**src/rtl/coherent_dcache_ctrl_if.sv**
```systemverilog
// Signal bundle between one core, its coherent L1 data-cache controller and memory_control.
interface coherent_dcache_ctrl_if;
    logic        dmemREN;
    logic        dmemWEN;
    logic [31:0] dmemaddr;
    logic [31:0] dmemstore;
    logic [31:0] dmemload;
    logic        dhit;
    logic        dREN;
    logic        dWEN;
    logic [31:0] daddr;
    logic [31:0] dstore;
    logic [31:0] dload;
    logic        dwait;
    logic        cctrans;
    logic        ccwrite;
    logic        ccwait;
    logic        ccinv;
    logic [31:0] ccsnoopaddr;

    // Handshakes: the core holds dmemREN/dmemWEN (and address/data) until the cycle dhit is high;
    // the cache holds dREN/dWEN/daddr/dstore until an edge where dwait is low (transfer accepted);
    // memory_control holds ccwait high for the duration of a snoop and ccinv/ccsnoopaddr with it.
    modport master (
        input  dmemREN, dmemWEN, dmemaddr, dmemstore, dload, dwait, ccwait, ccinv, ccsnoopaddr,
        output dmemload, dhit, dREN, dWEN, daddr, dstore, cctrans, ccwrite
    );
    modport slave (
        output dmemREN, dmemWEN, dmemaddr, dmemstore, dload, dwait, ccwait, ccinv, ccsnoopaddr,
        input  dmemload, dhit, dREN, dWEN, daddr, dstore, cctrans, ccwrite
    );
endinterface

```
**src/rtl/coherent_dcache_ctrl.sv**
```systemverilog
// Direct-mapped, one-word-per-line MSI L1 data-cache controller for one core.
// Optional hit/miss counters are enabled with the DCACHE_HITCOUNT_EN macro.
module coherent_dcache_ctrl #(
    parameter int SETS  = 16,
    parameter int CPUID = 0
) (
    input  logic                   CLK,
    input  logic                   nRST,
    coherent_dcache_ctrl_if.master bus,
    output logic [2:0]             state_dbg,
    output logic [7:0]             cpuid_dbg
`ifdef DCACHE_HITCOUNT_EN
    ,
    output logic [31:0]            hitcount,
    output logic [31:0]            misscount
`endif
);
    localparam int IDXW = $clog2(SETS);
    localparam int TAGW = 30 - IDXW;

    typedef enum logic [2:0] {IDLE, EVICT, FETCH, SNOOP, SNOOP_WB} state_t;
    typedef enum logic [1:0] {LN_I, LN_S, LN_M} line_t;

    state_t          state, next_state;
    line_t           ln_st   [SETS];
    logic [TAGW-1:0] ln_tag  [SETS];
    logic [31:0]     ln_data [SETS];

    logic [IDXW-1:0] req_idx, snp_idx, upd_idx;
    logic [TAGW-1:0] req_tag, snp_tag;
    logic            req_any, req_wr, req_hit, snp_hit;
    logic            st_we, tag_we, data_we;
    line_t           upd_st;
    logic [31:0]     upd_data;
    logic            unused_addr_lsbs;

    assign req_idx = bus.dmemaddr[2+IDXW-1:2];
    assign req_tag = bus.dmemaddr[31:2+IDXW];
    assign snp_idx = bus.ccsnoopaddr[2+IDXW-1:2];
    assign snp_tag = bus.ccsnoopaddr[31:2+IDXW];
    assign req_wr  = bus.dmemWEN;
    assign req_any = bus.dmemREN | bus.dmemWEN;
    assign req_hit = (ln_st[req_idx] != LN_I) && (ln_tag[req_idx] == req_tag);
    assign snp_hit = (ln_st[snp_idx] != LN_I) && (ln_tag[snp_idx] == snp_tag);

    assign unused_addr_lsbs = ^{bus.dmemaddr[1:0], bus.ccsnoopaddr[1:0]};
    assign state_dbg        = state;
    assign cpuid_dbg        = 8'(CPUID);

    always_ff @(posedge CLK or negedge nRST) begin
        if (!nRST) begin
            state <= IDLE;
            for (int i = 0; i < SETS; i++) ln_st[i] <= LN_I;
        end else begin
            state <= next_state;
            if (st_we) ln_st[upd_idx] <= upd_st;
        end
    end

    // Tag and data carry no reset: a line in I is never read for a hit.
    always_ff @(posedge CLK) begin
        if (tag_we)  ln_tag[upd_idx]  <= req_tag;
        if (data_we) ln_data[upd_idx] <= upd_data;
    end

    always_comb begin
        next_state   = state;
        bus.dhit     = 1'b0;
        bus.dmemload = 32'h0;
        bus.dREN     = 1'b0;
        bus.dWEN     = 1'b0;
        bus.daddr    = 32'h0;
        bus.dstore   = 32'h0;
        bus.cctrans  = 1'b0;
        bus.ccwrite  = 1'b0;
        st_we        = 1'b0;
        tag_we       = 1'b0;
        data_we      = 1'b0;
        upd_idx      = req_idx;
        upd_st       = LN_I;
        upd_data     = bus.dmemstore;
        case (state)
            IDLE: begin
                if (bus.ccwait) begin
                    next_state = SNOOP;
                end else if (req_any) begin
                    if (req_hit && !req_wr) begin
                        bus.dhit     = 1'b1;
                        bus.dmemload = ln_data[req_idx];
                    end else if (req_hit && ln_st[req_idx] == LN_M) begin
                        bus.dhit = 1'b1;
                        data_we  = 1'b1;
                    end else if (req_hit || ln_st[req_idx] != LN_M) begin
                        // Upgrade from S, or a miss whose victim is clean.
                        next_state = FETCH;
                    end else begin
                        next_state = EVICT;
                    end
                end
            end
            EVICT: begin
                bus.dWEN   = 1'b1;
                bus.daddr  = {ln_tag[req_idx], req_idx, 2'b00};
                bus.dstore = ln_data[req_idx];
                if (!bus.dwait) begin
                    st_we      = 1'b1;
                    upd_st     = LN_I;
                    next_state = FETCH;
                end
            end
            FETCH: begin
                bus.cctrans = 1'b1;
                bus.dREN    = 1'b1;
                bus.ccwrite = req_wr;
                bus.daddr   = {bus.dmemaddr[31:2], 2'b00};
                if (!bus.dwait) begin
                    st_we      = 1'b1;
                    tag_we     = 1'b1;
                    data_we    = 1'b1;
                    upd_st     = req_wr ? LN_M : LN_S;
                    upd_data   = req_wr ? bus.dmemstore : bus.dload;
                    next_state = IDLE;
                end
            end
            SNOOP: begin
                upd_idx = snp_idx;
                if (snp_hit && ln_st[snp_idx] == LN_M) begin
                    next_state = SNOOP_WB;
                end else begin
                    if (snp_hit && bus.ccinv) begin
                        st_we  = 1'b1;
                        upd_st = LN_I;
                    end
                    if (!bus.ccwait) next_state = IDLE;
                end
            end
            SNOOP_WB: begin
                upd_idx    = snp_idx;
                bus.dWEN   = 1'b1;
                bus.daddr  = {bus.ccsnoopaddr[31:2], 2'b00};
                bus.dstore = ln_data[snp_idx];
                if (!bus.dwait) begin
                    st_we      = 1'b1;
                    upd_st     = bus.ccinv ? LN_I : LN_S;
                    next_state = IDLE;
                end
            end
            default: next_state = IDLE;
        endcase
    end

`ifdef DCACHE_HITCOUNT_EN
    // after_fill marks the IDLE cycle whose dhit is the completion of a fill, not a pure hit.
    logic after_fill;

    always_ff @(posedge CLK or negedge nRST) begin
        if (!nRST) begin
            hitcount   <= 32'h0;
            misscount  <= 32'h0;
            after_fill <= 1'b0;
        end else begin
            if (bus.dhit && !after_fill) hitcount <= hitcount + 32'd1;
            if (next_state == FETCH && state != FETCH) misscount <= misscount + 32'd1;
            if (state == FETCH && !bus.dwait) after_fill <= 1'b1;
            else if (state == IDLE && !bus.ccwait) after_fill <= 1'b0;
        end
    end
`endif
endmodule
```
**src/flat_wrapper.sv**
```systemverilog
// flat-port wrapper written by rule: the top's interface ports become plain ports
module coherent_dcache_ctrl_flat 
#(
    parameter int SETS  = 16,
    parameter int CPUID = 0
)
  (CLK, nRST, state_dbg, cpuid_dbg, bus_dmemREN, bus_dmemWEN, bus_dmemaddr, bus_dmemstore, bus_dload, bus_dwait, bus_ccwait, bus_ccinv, bus_ccsnoopaddr, bus_dmemload, bus_dhit, bus_dREN, bus_dWEN, bus_daddr, bus_dstore, bus_cctrans, bus_ccwrite);
  coherent_dcache_ctrl_if bus_i ();
  input  logic CLK;
  input  logic nRST;
  output logic [2:0] state_dbg;
  output logic [7:0] cpuid_dbg;
  input wire logic [$bits(bus_i.dmemREN)-1:0] bus_dmemREN;
  input wire logic [$bits(bus_i.dmemWEN)-1:0] bus_dmemWEN;
  input wire logic [$bits(bus_i.dmemaddr)-1:0] bus_dmemaddr;
  input wire logic [$bits(bus_i.dmemstore)-1:0] bus_dmemstore;
  input wire logic [$bits(bus_i.dload)-1:0] bus_dload;
  input wire logic [$bits(bus_i.dwait)-1:0] bus_dwait;
  input wire logic [$bits(bus_i.ccwait)-1:0] bus_ccwait;
  input wire logic [$bits(bus_i.ccinv)-1:0] bus_ccinv;
  input wire logic [$bits(bus_i.ccsnoopaddr)-1:0] bus_ccsnoopaddr;
  output wire logic [$bits(bus_i.dmemload)-1:0] bus_dmemload;
  output wire logic [$bits(bus_i.dhit)-1:0] bus_dhit;
  output wire logic [$bits(bus_i.dREN)-1:0] bus_dREN;
  output wire logic [$bits(bus_i.dWEN)-1:0] bus_dWEN;
  output wire logic [$bits(bus_i.daddr)-1:0] bus_daddr;
  output wire logic [$bits(bus_i.dstore)-1:0] bus_dstore;
  output wire logic [$bits(bus_i.cctrans)-1:0] bus_cctrans;
  output wire logic [$bits(bus_i.ccwrite)-1:0] bus_ccwrite;
  assign bus_i.dmemREN = bus_dmemREN;
  assign bus_i.dmemWEN = bus_dmemWEN;
  assign bus_i.dmemaddr = bus_dmemaddr;
  assign bus_i.dmemstore = bus_dmemstore;
  assign bus_i.dload = bus_dload;
  assign bus_i.dwait = bus_dwait;
  assign bus_i.ccwait = bus_ccwait;
  assign bus_i.ccinv = bus_ccinv;
  assign bus_i.ccsnoopaddr = bus_ccsnoopaddr;
  assign bus_dmemload = bus_i.dmemload;
  assign bus_dhit = bus_i.dhit;
  assign bus_dREN = bus_i.dREN;
  assign bus_dWEN = bus_i.dWEN;
  assign bus_daddr = bus_i.daddr;
  assign bus_dstore = bus_i.dstore;
  assign bus_cctrans = bus_i.cctrans;
  assign bus_ccwrite = bus_i.ccwrite;
  coherent_dcache_ctrl #(.SETS(SETS), .CPUID(CPUID)) u_core (.CLK(CLK), .nRST(nRST), .bus(bus_i), .state_dbg(state_dbg), .cpuid_dbg(cpuid_dbg));
endmodule
```
**config.mk**
```make
export PLATFORM = sky130hd
export DESIGN_NAME = coherent_dcache_ctrl_flat
export DESIGN_NICKNAME = d
export VERILOG_FILES = /design/src/rtl/coherent_dcache_ctrl_if.sv /design/src/rtl/coherent_dcache_ctrl.sv /design/src/flat_wrapper.sv
export SDC_FILE = /design/constraint.sdc
export NUM_CORES = 1
export LEC_CHECK = 0
export ABC_CLOCK_PERIOD_IN_PS = 5200
export BUFFER_PORTS_ARGS = -buffer_cell sky130_fd_sc_hd__buf_4
export CAP_MARGIN = 25
export CELL_PAD_IN_SITES_DETAIL_PLACEMENT = 0
export CELL_PAD_IN_SITES_GLOBAL_PLACEMENT = 1
export CORE_MARGIN = 1
export CORE_UTILIZATION = 33
export CTS_BUF_LIST = sky130_fd_sc_hd__clkbuf_8
export CTS_CLUSTER_SIZE = 20
export DETAILED_ROUTE_END_ITERATION = 12
export PLACE_DENSITY_LB_ADDON = 0.1
export SYNTH_ARGS = -nofsm -noshare
export SYNTH_HDL_FRONTEND = slang
export SYNTH_SLANG_ARGS = --single-unit
```
**constraint.sdc**
```tcl
create_clock -name CLK -period 5.2 [get_ports CLK]
set_input_delay 0.26 -clock CLK [delete_from_list [all_inputs] [get_ports CLK]]
set_output_delay 0.26 -clock CLK [all_outputs]
set_load 0.01 [all_outputs]
```
== Word-level counts from Yosys, hierarchy flattened ==
Memory sizes are Yosys's and may differ from the RTL's.
Cells that the tools add are included.
Storage, ports and cells
  register bits after elaboration: 35
  input bits: 135
  RAM bits: 928
  output and inout port bits: 112
  memories kept: 2
Memories
  u_core.ln_data: words 16, bits a word 32, rd ports 2, clocked after memory_dff 0, write ports 1, RTL line coherent_dcache_ctrl.sv:27  | logic [31:0] ln_data [SETS];
  u_core.ln_tag: words 16, bits a word 26, rd ports 2, clocked after memory_dff 0, write ports 1, RTL line coherent_dcache_ctrl.sv:26  | logic [TAGW-1:0] ln_tag [SETS];
Operators by class
  reductions and logical operators: 17
  mux-type cells: 55
  bitwise logic cells: 4
  equality and inequality tests: 15
  order comparisons: 4
Operator list (number)
  32-bit 2-to-1 mux: 7
  32-bit case mux with 3 select lines: 1
  32-bit case mux with 2 select lines: 1
  26-bit == test: 2
  32-bit bitwise mux: 1
  3-bit 2-to-1 mux: 8
  1-bit 2-to-1 mux: 20
  2-bit 2-to-1 mux: 9
  2-bit binary-select mux with 4-bit select: 2
  5-bit greater-or-equal comparator (second input constant): 3
  4-bit NOT with 5-bit output: 3
  3-bit case mux with 4 select lines: 1
  2-bit demux with 4-bit select: 1
  1-bit logical AND: 7
  3-bit by 2-bit == test with 1-bit output (second input constant): 2
  2-bit inequality test (second input constant): 3
  3-bit by 2-bit inequality test with 1-bit output (second input constant): 2
  3-bit inequality test (second input constant): 2
  6-bit AND reduction: 1
  2-bit OR reduction: 3
  5-bit by 1-bit < comparator with 1-bit output (second input constant): 1
  2-bit == test (second input constant): 2
  4-bit 2-to-1 mux: 1
  1-bit case mux with 2 select lines: 2
  9 further kinds: 10

== Depth between registers and ports, before layout ==
  depth in word-level cells: 14
  gate-level depth with buffers: 17
  depth with buffers taken out: 10

== Worst setup path after synthesis ==
Ideal clock, no wire load.
  kind: input -> register
  start: input port bus_dmemaddr[3]
  end: memory u_core.ln_data[10][0], enable pin
  stages on the path: 14
  arrival: 4.287 ns
  path slack: 0.492 ns
  required time: 4.779 ns
  buffers on the path: 5
  path through: buf_2 buf_2 buf_2 clkbuf_1 mux4_2 o22ai_1 nor3_1 xor2_1 nor4_1 nand3_1 nor4_2 a31oi_1 buf_2 nor2_1
Between the ends
  longest elaborated chain between the ends: 14
  elaborated cells on any way between the ends: 19
  classes of those cells: eq/ne (2); mux (11); bitwise (1); reduce/logical (4); memory (1)
RTL lines
  from (decl): RTL line flat_wrapper.sv:15  | input wire logic [$bits(bus_i.dmemaddr)-1:0] bus_dmemaddr;
  branches (longest 14 deep; another with memory 16 x 26 bit)
  to (decl): RTL line coherent_dcache_ctrl.sv:27
Several ways; the timed one is not identified. The select of a mux whose other input is x is not followed.

==> run_results.csv <==
group,metric,value,unit
route,first_iter_violations,2600,
cells_and_area,final_cell_area,56100,µm²
run,max-cap-violations,0,
route,post_drt_wl_per_cell,32.4,µm
cells_and_area,fin_nets,3059,
pwr,p_leak,18.9,nW
pwr,peakVddDrop,0.211,mV
die,fp.dieArea,144000,µm²
yosys,synth_cell_types,63,
clock_tree,cts-root-buf,"clkbuf_8",
die,die_h,380,µm
global_routing,grt_pass1_wl,226,mm
clock_tree,cts.clk_slew.worst_paths,0.06,ns
yosys,netlist_instances,2495,
yosys,yosys-top-cells-area,"edfxtp_1, mux4_2, mux2i_1",
route,final_antenna_net_count,0,
outcome,status,"complete, no violations",
global_routing,grt_use_total,22.1,%
worst_setup_path,max_stage_delay,0.59,ns
timing,tns,0,ns
worst_setup_path,crit_fanout,18,
timing,tightest_slew,1.09,ns
hold_path,hold_start,"bus_ccinv",
yosys,synth_top_area_share,59.1,%
die,die-width,380,µm
global_routing,grt_max_degree,80,
yosys,ys_async_sr_fraction,3.63,%
worst_setup_path,regToRegEndpoint,"u_core.state_dbg[0]$_DFFE_PN0P_",
hold_path,hold_path_depth,5,
timing,fin_crit_sh,92.2,%
global_routing,grt_pass1_vias,30000,
cells_and_area,syn2layout_area_growth,18.9,%
timing,hold_viol,0,
cells_and_area,drive_above_1_share,37.6,%
yosys,synthMostInstantiatedCell,"edfxtp_1",
worst_setup_path,worst-setup-path-type,"flip-flop to output port",
die,fp-row-count,138,
worst_setup_path,crit_chain,"mux4_2 > a22oi_1 > nand2_1 > xnor2_1 > nand4_1 > nor2_1 > nand2_1 > nor4_2 > buf_4 > and3_2 > buf_4 > and2_1 > buf_4",
clock_tree,cts_made_buffers,175,
route,detailedRoute.firstPassIterationCount,5,
hold_path,hold_end,"u_core.ln_st[18]$_DFFE_PN0P_",
clock_tree,cts_tree,"done",
clock_tree,cts_resized,0,
yosys,synth-main-ff-cell,"edfxtp_1",
route,via_per_inst,5.67,
yosys,synth.ff_latch_count,963,
yosys,syn_area_per_cell,18.9,µm²
timing,final_max_slew_viol_count,0,
yosys,syn_area,47200,µm²
route,drc_errors,0,
worst_setup_path,crit_path_end_kind,"output port",
clock_tree,clock_sinks,963,
pwr,power,0.0195,W
worst_setup_path,critical_path_buf_inv_count,3,
global_routing,gr-total-overflow,0,
worst_setup_path,critPathLaunch,"u_core.ln_tag[15][8]$_DFFE_PP_",
worst_setup_path,reg2reg_depth,9,
placement,port_buffers,232,
die,ioPinCount,247,
timing,min_period,4.79,ns
worst_setup_path,crit_top_cell,"buf_4",
worst_setup_path,r2r_start,"u_core.ln_tag[10][12]$_DFFE_PP_",
placement,dpl_cell_area,52000,µm²
yosys,synth_top_cell_by_area,"edfxtp_1",
clock_tree,cts_max_path_buffers,3,
placement,routabilityCongestion,0.780,
clock_tree,insertion_delay,0.90,ns
yosys,synth_edf_count,928,
pwr,power_density,347,nW/µm²
timing,rsz0062_at_grt,"no",
timing,fmax,0.209,GHz
timing,setup_violations,0,
worst_setup_path,crit_family,"simple AND/OR/NAND/NOR gates",
timing,slew_headroom,27.3,%
yosys,netlist_top_cells_count,"edfxtp_1, mux4_2, mux2i_1",
route,vias,28100,
worst_setup_path,cp.required,4.94,ns
clock_tree,h-tree-depth,4,
die,start_util,33.3,%
die,core-area,142000,µm²
clock_tree,post-cts-setup-buffers,0,
yosys,synth_seq_area_share,60.9,%
timing,hold_ws,0.161,ns
route,totalWireLength,160,mm
yosys,ys_warn_count,0,
placement,dp_hpwl,93.9,mm
hold_path,hp-class,"input port to flip-flop",
worst_setup_path,worst_setup_path_start_kind,"flip-flop",
global_routing,grt_antenna_before_repair,7,
worst_setup_path,regToRegSetupSlack,0.99,ns
timing,skew,0.0515,ns
worst_setup_path,cp.arrival,4.53,ns
worst_setup_path,cpMaxStageDelayCell,"xnor2_1",
## where the power goes
| part | switching [W] | internal (W) |
|---|---|---|
| sequential | 0.000157 | 0.00896 |
| clock | 0.00322 | 0.00333 |
| combinational | 0.00231 | 0.00150 |
## kinds of logic (layout without fill, tap and decap cells)
family | Yosys count | count (layout) | synth area share, %
other | 1 | 16 | 0.00795
buffers and inverters | 216 | 764 | 2.34
multiplexers | 730 | 730 | 28.9
AND/OR/NAND/NOR | 272 | 272 | 2.86
AO/OA/AOI/OAI | 255 | 255 | 3.90
flip-flops | 963 | 963 | 60.9
XOR/XNOR | 58 | 58 | 1.08
## cells in the final DEF (no fill, tap or decap), drive strengths merged, types with 45 or more instances in the layout
cell type	count
nor2	62
clkbuf	187
buf	346
mux2	45
o21ai	60
a22o	47
nand2	88
edfxtp	928
inv	77
mux2i	185
mux4	500
dlygate4sd3	97
clkinv	53
## worst reg2reg max path, cell delays in order (launching register included)
cell	delay (ns)
edfxtp_1	0.40
mux4_2	0.49
mux4_2	0.53
xnor2_1	0.35
nand4_1	0.25
or4_1	0.70
o31ai_2	0.38
o21bai_1	0.14
a221o_1	0.32
dlygate4sd3_1	0.55
## final cells by class
type,count,area [µm²]
inverter,16,62.6
sequential,963,28700
clock buffer,187,2570
fill,13000,85700
clock inverter,118,514
timing repair buffer,443,4190
multi-input combinational,1325,17600
tap,1890,2360
antenna,6,15.0
## routing by layer
layer,part of all wire (%),routed length [µm],GRT usage (%)
met2,50,80000,37.1
met5,0.014,22,0
met4,1.9,3070,5.32
met3,5.5,8810,4.22
met1,43,68400,29.5
## how the worst max path moves through the flow
stage / endpoint / slack [ns] / depth (start not counted)
final: bus_dmemload[14] / 0.41 / 13
after global placement: bus_dmemload[14] / 0.58 / 15
after global routing: bus_dmemload[14] / 0.14 / 13
after detailed placement: bus_dmemload[14] / 0.59 / 15
after CTS: bus_dmemload[14] / 0.23 / 13
after floorplan: u_core.ln_data[10][0]$_DFFE_PP_ / 0.49 / 14
## per-stage QoR
stage | cells | setup slack, ns | util (%)
global placement | 4538 | 0.584 | 36.7
global route | 4946 | 0.144 | 39.6
finish | 4948 | 0.406 | 39.6
CTS | 4942 | 0.234 | 39.6
detailed placement | 4539 | 0.595 | 36.7
floorplan | 2504 | 0.492 | -
## flip-flops by register name, indices dropped and copies added, names as in the netlist
signal / cells
u_core.ln_data: 512
u_core.state_dbg: 3
u_core.ln_st: 32
u_core.ln_tag: 416
## timing repair
action,in CTS,in global routing
hold buffers,98,0
hold endpoints to repair,981,0
endpoints found under the setup margin,0,0
Power figures use the tool's default switching activity.
